<file path="src/rtl/apb_bridge_pkg.sv">
// apb_bridge_pkg: shared state type, select-field defaults and peripheral address map
package apb_bridge_pkg;
    typedef enum logic [2:0] {IDLE, SETUP, ACCESS, DERR, RESP} apb_state_e;
    localparam int SEL_LSB_DEF = 13;
    localparam int SEL_W_DEF   = 3;
    localparam logic [2:0] SEL_TIMER = 3'd1;
    localparam logic [2:0] SEL_PWM   = 3'd2;
    localparam logic [2:0] SEL_UART  = 3'd3;
    localparam logic [2:0] SEL_GPIO  = 3'd4;
    localparam logic [2:0] SEL_SPI   = 3'd5;
    localparam logic [2:0] SEL_I2C   = 3'd6;
endpackage

</file>
<file path="src/rtl/apb_addr_decode.sv">
// apb_addr_decode: maps the slave-select field to a slave index; field 0 and values above NUM_SLV are errors
module apb_addr_decode
    import apb_bridge_pkg::*;
#(
    parameter int ADDR_W  = 20,
    parameter int NUM_SLV = 6,
    parameter int SEL_LSB = SEL_LSB_DEF,
    parameter int SEL_W   = SEL_W_DEF
)(
    input  logic [ADDR_W-1:0] i_addr,
    output logic              o_valid,
    output logic [SEL_W-1:0]  o_idx
);
    logic [SEL_W-1:0] w_f;
    logic             w_unused;
    assign w_f      = i_addr[SEL_LSB +: SEL_W];
    assign o_valid  = (w_f != '0) && (w_f <= SEL_W'(NUM_SLV));
    assign o_idx    = w_f - SEL_W'(1);
    assign w_unused = ^{i_addr[ADDR_W-1:SEL_LSB+SEL_W], i_addr[SEL_LSB-1:0]};
endmodule

</file>
<file path="src/rtl/apb_bridge_ctrl.sv">
// apb_bridge_ctrl: registered APB4 master bridge and slave mux with decode-error and PREADY-timeout responses
module apb_bridge_ctrl
    import apb_bridge_pkg::*;
#(
    parameter int NUM_SLV = 6,
    parameter int ADDR_W  = 20,
    parameter int DATA_W  = 32,
    parameter int SEL_LSB = SEL_LSB_DEF,
    parameter int SEL_W   = SEL_W_DEF,
    parameter int TIMEOUT = 255
)(
    input  logic                      clk,
    input  logic                      rst,
    input  logic                      req_valid,
    output logic                      req_ready,
    input  logic [ADDR_W-1:0]         req_addr,
    input  logic                      req_write,
    input  logic [DATA_W-1:0]         req_wdata,
    input  logic [DATA_W/8-1:0]       req_strb,
    output logic                      rsp_valid,
    output logic [DATA_W-1:0]         rsp_rdata,
    output logic                      rsp_err,
    output logic [NUM_SLV-1:0]        psel,
    output logic                      penable,
    output logic                      pwrite,
    output logic [ADDR_W-1:0]         paddr,
    output logic [DATA_W-1:0]         pwdata,
    output logic [DATA_W/8-1:0]       pstrb,
    input  logic [NUM_SLV*DATA_W-1:0] prdata,
    input  logic [NUM_SLV-1:0]        pready,
    input  logic [NUM_SLV-1:0]        pslverr
);
    localparam int CNT_W = TIMEOUT > 0 ? $clog2(TIMEOUT + 1) : 1;

    apb_state_e         r_state;
    logic [SEL_W-1:0]   r_idx;
    logic [CNT_W-1:0]   r_cnt;
    logic               w_valid;
    logic [SEL_W-1:0]   w_idx;
    logic               w_rdy;
    logic               w_tmo;
    logic [DATA_W-1:0]  w_prd;

    apb_addr_decode #(
        .ADDR_W (ADDR_W),
        .NUM_SLV(NUM_SLV),
        .SEL_LSB(SEL_LSB),
        .SEL_W  (SEL_W)
    ) u_dec (
        .i_addr (req_addr),
        .o_valid(w_valid),
        .o_idx  (w_idx)
    );

    assign req_ready = (r_state == IDLE);
    assign w_rdy     = pready[r_idx];
    assign w_prd     = prdata[int'(r_idx) * DATA_W +: DATA_W];
    assign w_tmo     = (TIMEOUT != 0) && (r_cnt == CNT_W'(TIMEOUT - 1));

    always_ff @(posedge clk or negedge rst) begin
        if (!rst) begin
            r_state   <= IDLE;
            r_idx     <= '0;
            r_cnt     <= '0;
            psel      <= '0;
            penable   <= 1'b0;
            pwrite    <= 1'b0;
            paddr     <= '0;
            pwdata    <= '0;
            pstrb     <= '0;
            rsp_valid <= 1'b0;
            rsp_rdata <= '0;
            rsp_err   <= 1'b0;
        end else begin
            case (r_state)
                IDLE: if (req_valid) begin
                    if (w_valid) begin
                        r_state <= SETUP;
                        r_idx   <= w_idx;
                        r_cnt   <= '0;
                        psel    <= NUM_SLV'(1) << w_idx;
                        pwrite  <= req_write;
                        paddr   <= ADDR_W'(req_addr[SEL_LSB-1:0]);
                        pwdata  <= req_wdata;
                        pstrb   <= req_write ? req_strb : '0;
                    end else begin
                        r_state <= DERR;
                    end
                end
                SETUP: begin
                    penable <= 1'b1;
                    r_state <= ACCESS;
                end
                ACCESS: if (w_rdy || w_tmo) begin
                    // a ready slave wins over a timeout expiring in the same cycle
                    psel      <= '0;
                    penable   <= 1'b0;
                    rsp_valid <= 1'b1;
                    rsp_rdata <= (w_rdy && !pwrite) ? w_prd : '0;
                    rsp_err   <= w_rdy ? pslverr[r_idx] : 1'b1;
                    r_state   <= RESP;
                end else if (r_cnt != CNT_W'(TIMEOUT)) begin
                    r_cnt <= r_cnt + CNT_W'(1);
                end
                DERR: begin
                    rsp_valid <= 1'b1;
                    rsp_rdata <= '0;
                    rsp_err   <= 1'b1;
                    r_state   <= RESP;
                end
                RESP: begin
                    rsp_valid <= 1'b0;
                    r_state   <= IDLE;
                end
                default: r_state <= IDLE;
            endcase
        end
    end
endmodule

</file>
<file path="config.mk">
export PLATFORM = sky130hd
export DESIGN_NAME = apb_bridge_ctrl
export DESIGN_NICKNAME = d
export VERILOG_FILES = /design/src/rtl/apb_bridge_pkg.sv /design/src/rtl/apb_addr_decode.sv /design/src/rtl/apb_bridge_ctrl.sv
export SDC_FILE = /design/constraint.sdc
export NUM_CORES = 1
export LEC_CHECK = 0
export BUFFER_PORTS_ARGS = -buffer_cell sky130_fd_sc_hd__buf_2
export CORE_AREA = 8 8 135 137
export DETAILED_ROUTE_END_ITERATION = 8
export DIE_AREA = 0 0 143 145
export PLACE_DENSITY = 0.7
export SETUP_SLACK_MARGIN = 0.4
export SLEW_MARGIN = 20
export SYNTH_ARGS = -nofsm -noshare
export SYNTH_HDL_FRONTEND = slang
export SYNTH_HIERARCHICAL = 1
export SYNTH_SLANG_ARGS = --single-unit
</file>
<file path="constraint.sdc">
create_clock -name clk -period 2.25 [get_ports clk]
set_input_delay 0.225 -clock clk [delete_from_list [all_inputs] [get_ports clk]]
set_output_delay 0.225 -clock clk [all_outputs]
set_load 0.01 [all_outputs]
</file>
**After elaboration in Yosys (flattened, before gate mapping)**

Cells that the tools add are included.

- Add/subtract/negate cells: 2
- Multipliers: 0
- Divide/modulo/power cells: 0
- Magnitude comparators: 2
- Equal/unequal tests: 11
- Shift-type cells: 2
- Multiplexer cells: 28
- Bitwise logic cells: 0
- Reduce and logical (&&, ||, !) cells: 17

Operators by type and width:

| operator | number |
|---|---|
| indexed part select 192 x 9 -> 32 bit | 1 |
| two-way mux 32 bit | 2 |
| case mux 32 bit (2 select lines) | 1 |
| two-way mux 8 bit | 4 |
| two-way mux 6 bit | 3 |
| case mux 8 bit (2 select lines) | 1 |
| case mux 3 bit (4 select lines) | 1 |
| case mux 6 bit (2 select lines) | 1 |
| adder 8 x 1 -> 8 bit (second input constant) | 1 |
| == test 8 bit (second input constant) | 1 |
| inequality test 2 bit (second input constant) | 4 |
| inequality test 8 bit (second input constant) | 1 |
| AND reduction 2 bit | 4 |
| binary-select mux 1 bit (select 3 bit) | 2 |
| == test 3 x 2 -> 1 bit (second input constant) | 2 |
| two-way mux 1 bit | 6 |
| two-way mux 3 bit | 2 |
| nonzero test 2 bit | 3 |
| nonzero test 3 bit | 2 |
| << shifter 1 x 3 -> 6 bit (first input constant) | 1 |
| AND reduction 5 bit | 1 |
| < comparator 3 x 4 -> 1 bit (second input constant) | 1 |
| two-way mux 4 bit | 1 |
| case mux 1 bit (2 select lines) | 2 |
| 13 further kinds | 14 |

- Bits in registers: 105
- Bits in latches: 0
- Bits in writable memories: 0
- ROM bits: 0
- Output and inout bits: 99
- Word-level logic and storage cells: 74
- Memories kept: 0

**Depth between registers and ports, before layout**

- Depth after elaboration: 6
- Gate-level depth with buffers: 8

**Modules after synthesis**

The synthesis kept the hierarchy.

Modules (own cells, without submodules):

| module | instances | cells an instance | area each (um2) | sequential area each (um2) |
|---|---|---|---|---|
| apb_bridge_ctrl | 1 | 608 | 5729.2 | 2627.5 |
| apb_addr_decode | 1 | 10 | 73.8 | 0.0 |

**Worst setup path after synthesis**

OpenSTA, ideal clock, no wires.

- Path kind: register -> register
- Start: register r_idx[0]
- End: register r_cnt[4]
- Arrival time: 2.169 ns
- Setup slack: -0.043 ns
- Cell stages (with the launch flop): 8
- Buffers on the path: 2
- Path through: dfrtp_1 > buf_2 > mux2_4 > a222oi_1 > nand2_1 > buf_2 > o311a_1 > a211o_1

- Cells in the longest elaborated chain, start to end: 5

RTL lines:

| item | RTL line | source |
|---|---|---|
| start: declaration | apb_bridge_ctrl.sv:36 | `logic [SEL_W-1:0] r_idx;` |
| start signal: assignment | apb_bridge_ctrl.sv:79 | `r_idx <= w_idx;` |
| binary-select mux 1 bit (select 3 bit) | apb_bridge_ctrl.sv:56 | `assign w_rdy = pready[r_idx];` |
| two-way mux 1 bit (not written as such) | apb_bridge_ctrl.sv:56 |  |
| logical OR 1 bit | apb_bridge_ctrl.sv:94 | `ACCESS: if (w_rdy \|\| w_tmo) begin` |
| inequality test 2 bit (no line) | - |  |
| AND reduction 5 bit (no line) | - |  |
| end signal: assignment | apb_bridge_ctrl.sv:103 | `r_cnt <= r_cnt + CNT_W'(1);` |
| end: declaration | apb_bridge_ctrl.sv:37 | `logic [CNT_W-1:0] r_cnt;` |

Every way passes these cells. The select of a mux whose other input is x is not followed.
A chain may end at the register's enable or synchronous reset.

**Final worst setup path**

- Start: register r_idx[0]
- End: register r_state[1]

- Cells in the longest elaborated chain, start to end: 5

RTL lines:

| item | RTL line | source |
|---|---|---|
| binary-select mux 1 bit (select 3 bit) | apb_bridge_ctrl.sv:56 |  |
| two-way mux 1 bit (not written as such) | apb_bridge_ctrl.sv:56 |  |
| logical OR 1 bit | apb_bridge_ctrl.sv:94 |  |
| inequality test 2 bit (no line) | - |  |
| AND reduction 2 bit (no line) | - |  |
| end signal: assignment | apb_bridge_ctrl.sv:62 | `r_state <= IDLE;` |
| end signal: assignment | apb_bridge_ctrl.sv:92 | `r_state <= ACCESS;` |
| end signal: assignment | apb_bridge_ctrl.sv:101 | `r_state <= RESP;` |
| end: declaration | apb_bridge_ctrl.sv:35 | `apb_state_e r_state;` |

Every way passes these cells. The select of a mux whose other input is x is not followed.

==> run metrics <==
part of the cycle the worst path needs=97.88%; wire length after detailed routing=~23000 um; Synth area leader=sky130_fd_sc_hd__dfrtp_1; die width=roughly 140 um; clock tree from TritonCTS=built; switching power as a share of total power=between 40% and 50%; Initial Util=between 30% and 40%; total global-route track usage=between 20% and 30%; number of gates on the worst path with buffers counted=6; count of cell types in the netlist=48; sequential power share=between 30% and 40%; pin count of the biggest net entering global routing=51; combined buffer and inverter count along the critical path=1; design internal power=approximately 6 mW; first-pass iteration count of the detailed router=5; post-synthesis instance area=between 5000 and 6000 sq um; met1 track demand over resource in global routing=approximately 25%; top-area cell type share of the netlist area=roughly 45%; number of synthesized flops with an enable pin=0; initial drt markers=281; post-synthesis register bit count=around 110; critical path peak fanout=7; clock skew after layout=7.362 ps; slack of the worst reg-to-reg path=50 ps; CP Cell Sequence=mux2_2 > a222oi_1 > nand2_2 > buf_6 > or3_1 > a21oi_1; part of the total power dissipated in combinational logic=a little over half; startpoint of the most critical register-to-register path=r_idx[0]$_DFFE_PN0P_; count of buffers inserted at the top-level ports=351; core area=16170 sq um; most common flop cell mapped by yosys=sky130_fd_sc_hd__dfrtp_1; number of H-tree levels=3; Avg Inst Size Synth=between 9 and 10 sq um; longest individual stage delay on the worst path=510 ps; count of max-cap constraint violations=0; Leakage Power=4.481 nW; final net count=1238; top-count cell post-synth=sky130_fd_sc_hd__nand2_1; area enclosed by the die boundary=20740 sq um; top post-synthesis cells by area=sky130_fd_sc_hd__dfrtp_1 45%, sky130_fd_sc_hd__mux2i_1 11%, sky130_fd_sc_hd__nand2_1 11%; flip-flop and latch area=approximately 2600 sq um; time the final worst path needs with I/O delays and setup=roughly 2200 ps; fraction of layout cells with a size suffix above 1=approximately 46%; count of filler cells inserted in the layout=approximately 1500; Worst Reg-to-Reg Cells=6; post-detailed-placement half-perimeter wirelength=around 18000 um; clock transition at the registers of the reported paths=roughly 80 ps; element type at the critical path end=flip-flop; Skew-Pair Late Insertion Delay=around 350 ps; Critical Path Source=r_idx[0]$_DFFE_PN0P_; GR peak layer=met2; count of pins over their slew limit=0; post-route DRC violation count=0; Setup violations, final=0; Core Util, Final=51.52%; sequential share of the synthesized area=a little under half; Routability Congestion=slightly below 0.9; most used standard cells in the synthesized netlist=168 x sky130_fd_sc_hd__nand2_1, 105 x sky130_fd_sc_hd__dfrtp_1, 66 x sky130_fd_sc_hd__mux2i_1; die height=between 100 and 150 um; total congestion overflow after global routing=0; achievable frequency=454.1 MHz; Clock Power Share=14.4%; Max VDD drop=approximately 0.64 mV; type of the worst setup path=flip-flop to flip-flop; Bufs on Longest Clock Path=2; dpl ws=-10.36 ps; number of antenna violations at the first check in global routing=3; tightest slew margin relative to the limit=around two thirds; gate count of the mapped netlist=618; power density cells=1260 nW/um^2; cell family with the largest share of critical-path delay=compound AO/OA/AOI/OAI gates; multi-input gate area in the final layout=between 3000 and 4000 sq um; growth of design area from synthesis to finish=43.57%; GR Util met3=roughly 7.7%; detail-routed net length per standard cell=19.26 um; vias in the first global route=about 6300; setup repair after global routing missed its margin=yes; crit path to=r_state[1]$_DFFE_PN0P_; worst hold slack across all endpoints=between 50 and 60 ps; post-route worst setup slack=around 48 ps; std cell rows=47; Crit path required time=2530 ps; capturing point of the worst reg2reg path=r_state[1]$_DFFE_PN0P_; first-pass GRT wire length=34510 um; total I/O pin count=363; vias=5989; met2 layer usage reported by global route=roughly 35%; detail-routed via count per cell=between 5 and 6; slowest stage cell on the critical path=sky130_fd_sc_hd__dfrtp_4; master cell of the clock root buffer=sky130_fd_sc_hd__clkbuf_16; Async S/R FF share, synth=100.0%; Fin. Hold Viols=0; cts bufs inserted=9; clock net sink count=about 110; number of nets with antenna violations after routing=0; yosys warns=6; Setup crit start kind=flip-flop; Hold Crit Start=req_wdata[27]; reported net switching power=approximately 4.5 mW; Slew @ Worst Pin=512.2 ps; endpoint arrival time on the critical path=approximately 2500 ps; type of the worst min-delay path=primary input to flip-flop; run status=finished, final reports clean
[worst min path at each step]
stage               cells after the start                      to
floorplan                               0    paddr[0]$_DFFE_PN0P_
global placement                        1   pwdata[6]$_DFFE_PN0P_
detailed placement                      1   pwdata[9]$_DFFE_PN0P_
CTS                                     3  pwdata[29]$_DFFE_PN0P_
global route                            3   pwdata[5]$_DFFE_PN0P_
finish                                  3  pwdata[27]$_DFFE_PN0P_
[layout make-up]
class	count	share of cell area, %
sequential	105	31.58
multi-input combinational	462	36.12
antenna	1	0.03003
timing repair buffer	383	25.26
clock inverter	6	0.6007
inverter	8	0.3604
tap	220	3.304
clock buffer	10	2.748
[worst reg2reg max path, delay by kind of cell (launching register included)]
kind                   cells  cell delay, ps
AO/OA/AOI/OAI              2             620
AND/OR/NAND/NOR            2             540
multiplexers               1             270
buffers and inverters      1             190
flip-flops                 1             510
[cells in the final DEF (no fill, tap or decap), types with 11 or more instances in the layout]
master,n
sky130_fd_sc_hd__a21oi_1,33
sky130_fd_sc_hd__buf_2,350
sky130_fd_sc_hd__buf_4,24
sky130_fd_sc_hd__dfrtp_1,104
sky130_fd_sc_hd__mux2_2,34
sky130_fd_sc_hd__mux2i_1,66
sky130_fd_sc_hd__nand2_1,167
sky130_fd_sc_hd__nand3_1,11
sky130_fd_sc_hd__o22ai_1,31
sky130_fd_sc_hd__o2bb2ai_1,32
[kinds of logic (layout without fill, tap and decap cells)]
logic type      after synthesis  in the layout  share of synthesized area [%]
simple gates                213            213                          15.07
buf+inv                      57            407                          4.247
flops                       105            105                          45.28
compound gates              135            135                          15.87
mux                         101            101                          18.24
fa+ha+maj                     5              5                          1.078
other cells                   1              8                        0.06462
xor+xnor                      1              1                         0.1510
[stage by stage]
step / cells / power (mW) / TNS [ps] / instance area, sq um
2_1_floorplan: 624 / 6.542 / 0 / 5856
3_3_place_gp: 1165 / 8.585 / 0 / 7878
3_5_place_dp: 1165 / 8.672 / -35.29 / 7878
4_1_cts: 1190 / 10.52 / 0 / 8280
5_1_grt: 1195 / 11.25 / -1804 / 8332
6_report: 1195 / 10.49 / 0 / 8332
[routing by layer]
metal	part of all wire, %	up-vias
met5	0.096	-
met4	2.1	4
met3	9.7	36
met2	47	286
met1	41	2777
li1	-	2886
[power by group through the flow]
stage | combinational, mW | sequential, mW | clock, mW
3_5_place_dp | 5.43 | 3.24 | 0
5_1_grt | 6.27 | 3.35 | 1.62
3_3_place_gp | 5.34 | 3.25 | 0
6_report | 5.75 | 3.23 | 1.51
2_1_floorplan | 3.00 | 3.54 | 0
4_1_cts | 5.72 | 3.23 | 1.57
[sequential cells by signal (all words and copies together), names as in the netlist]
register   flops
pwdata        32
r_cnt          8
r_state        3
psel           6
rsp_valid      1
penable        1
paddr         13
rsp_rdata     32
rsp_err        1
r_idx          3
pstrb          4
pwrite         1
[repair_timing]
action / CTS / global route
setup buffers: 7 / 4
resized for setup: 13 / 5
endpoints found under the setup margin: 51 / 76
pin swaps: 3 / 7
endpoints found under the hold margin: 23 / 0
hold buffers: 1 / 0
gates cloned: 1 / 0
(Power assumes the default switching activity.)
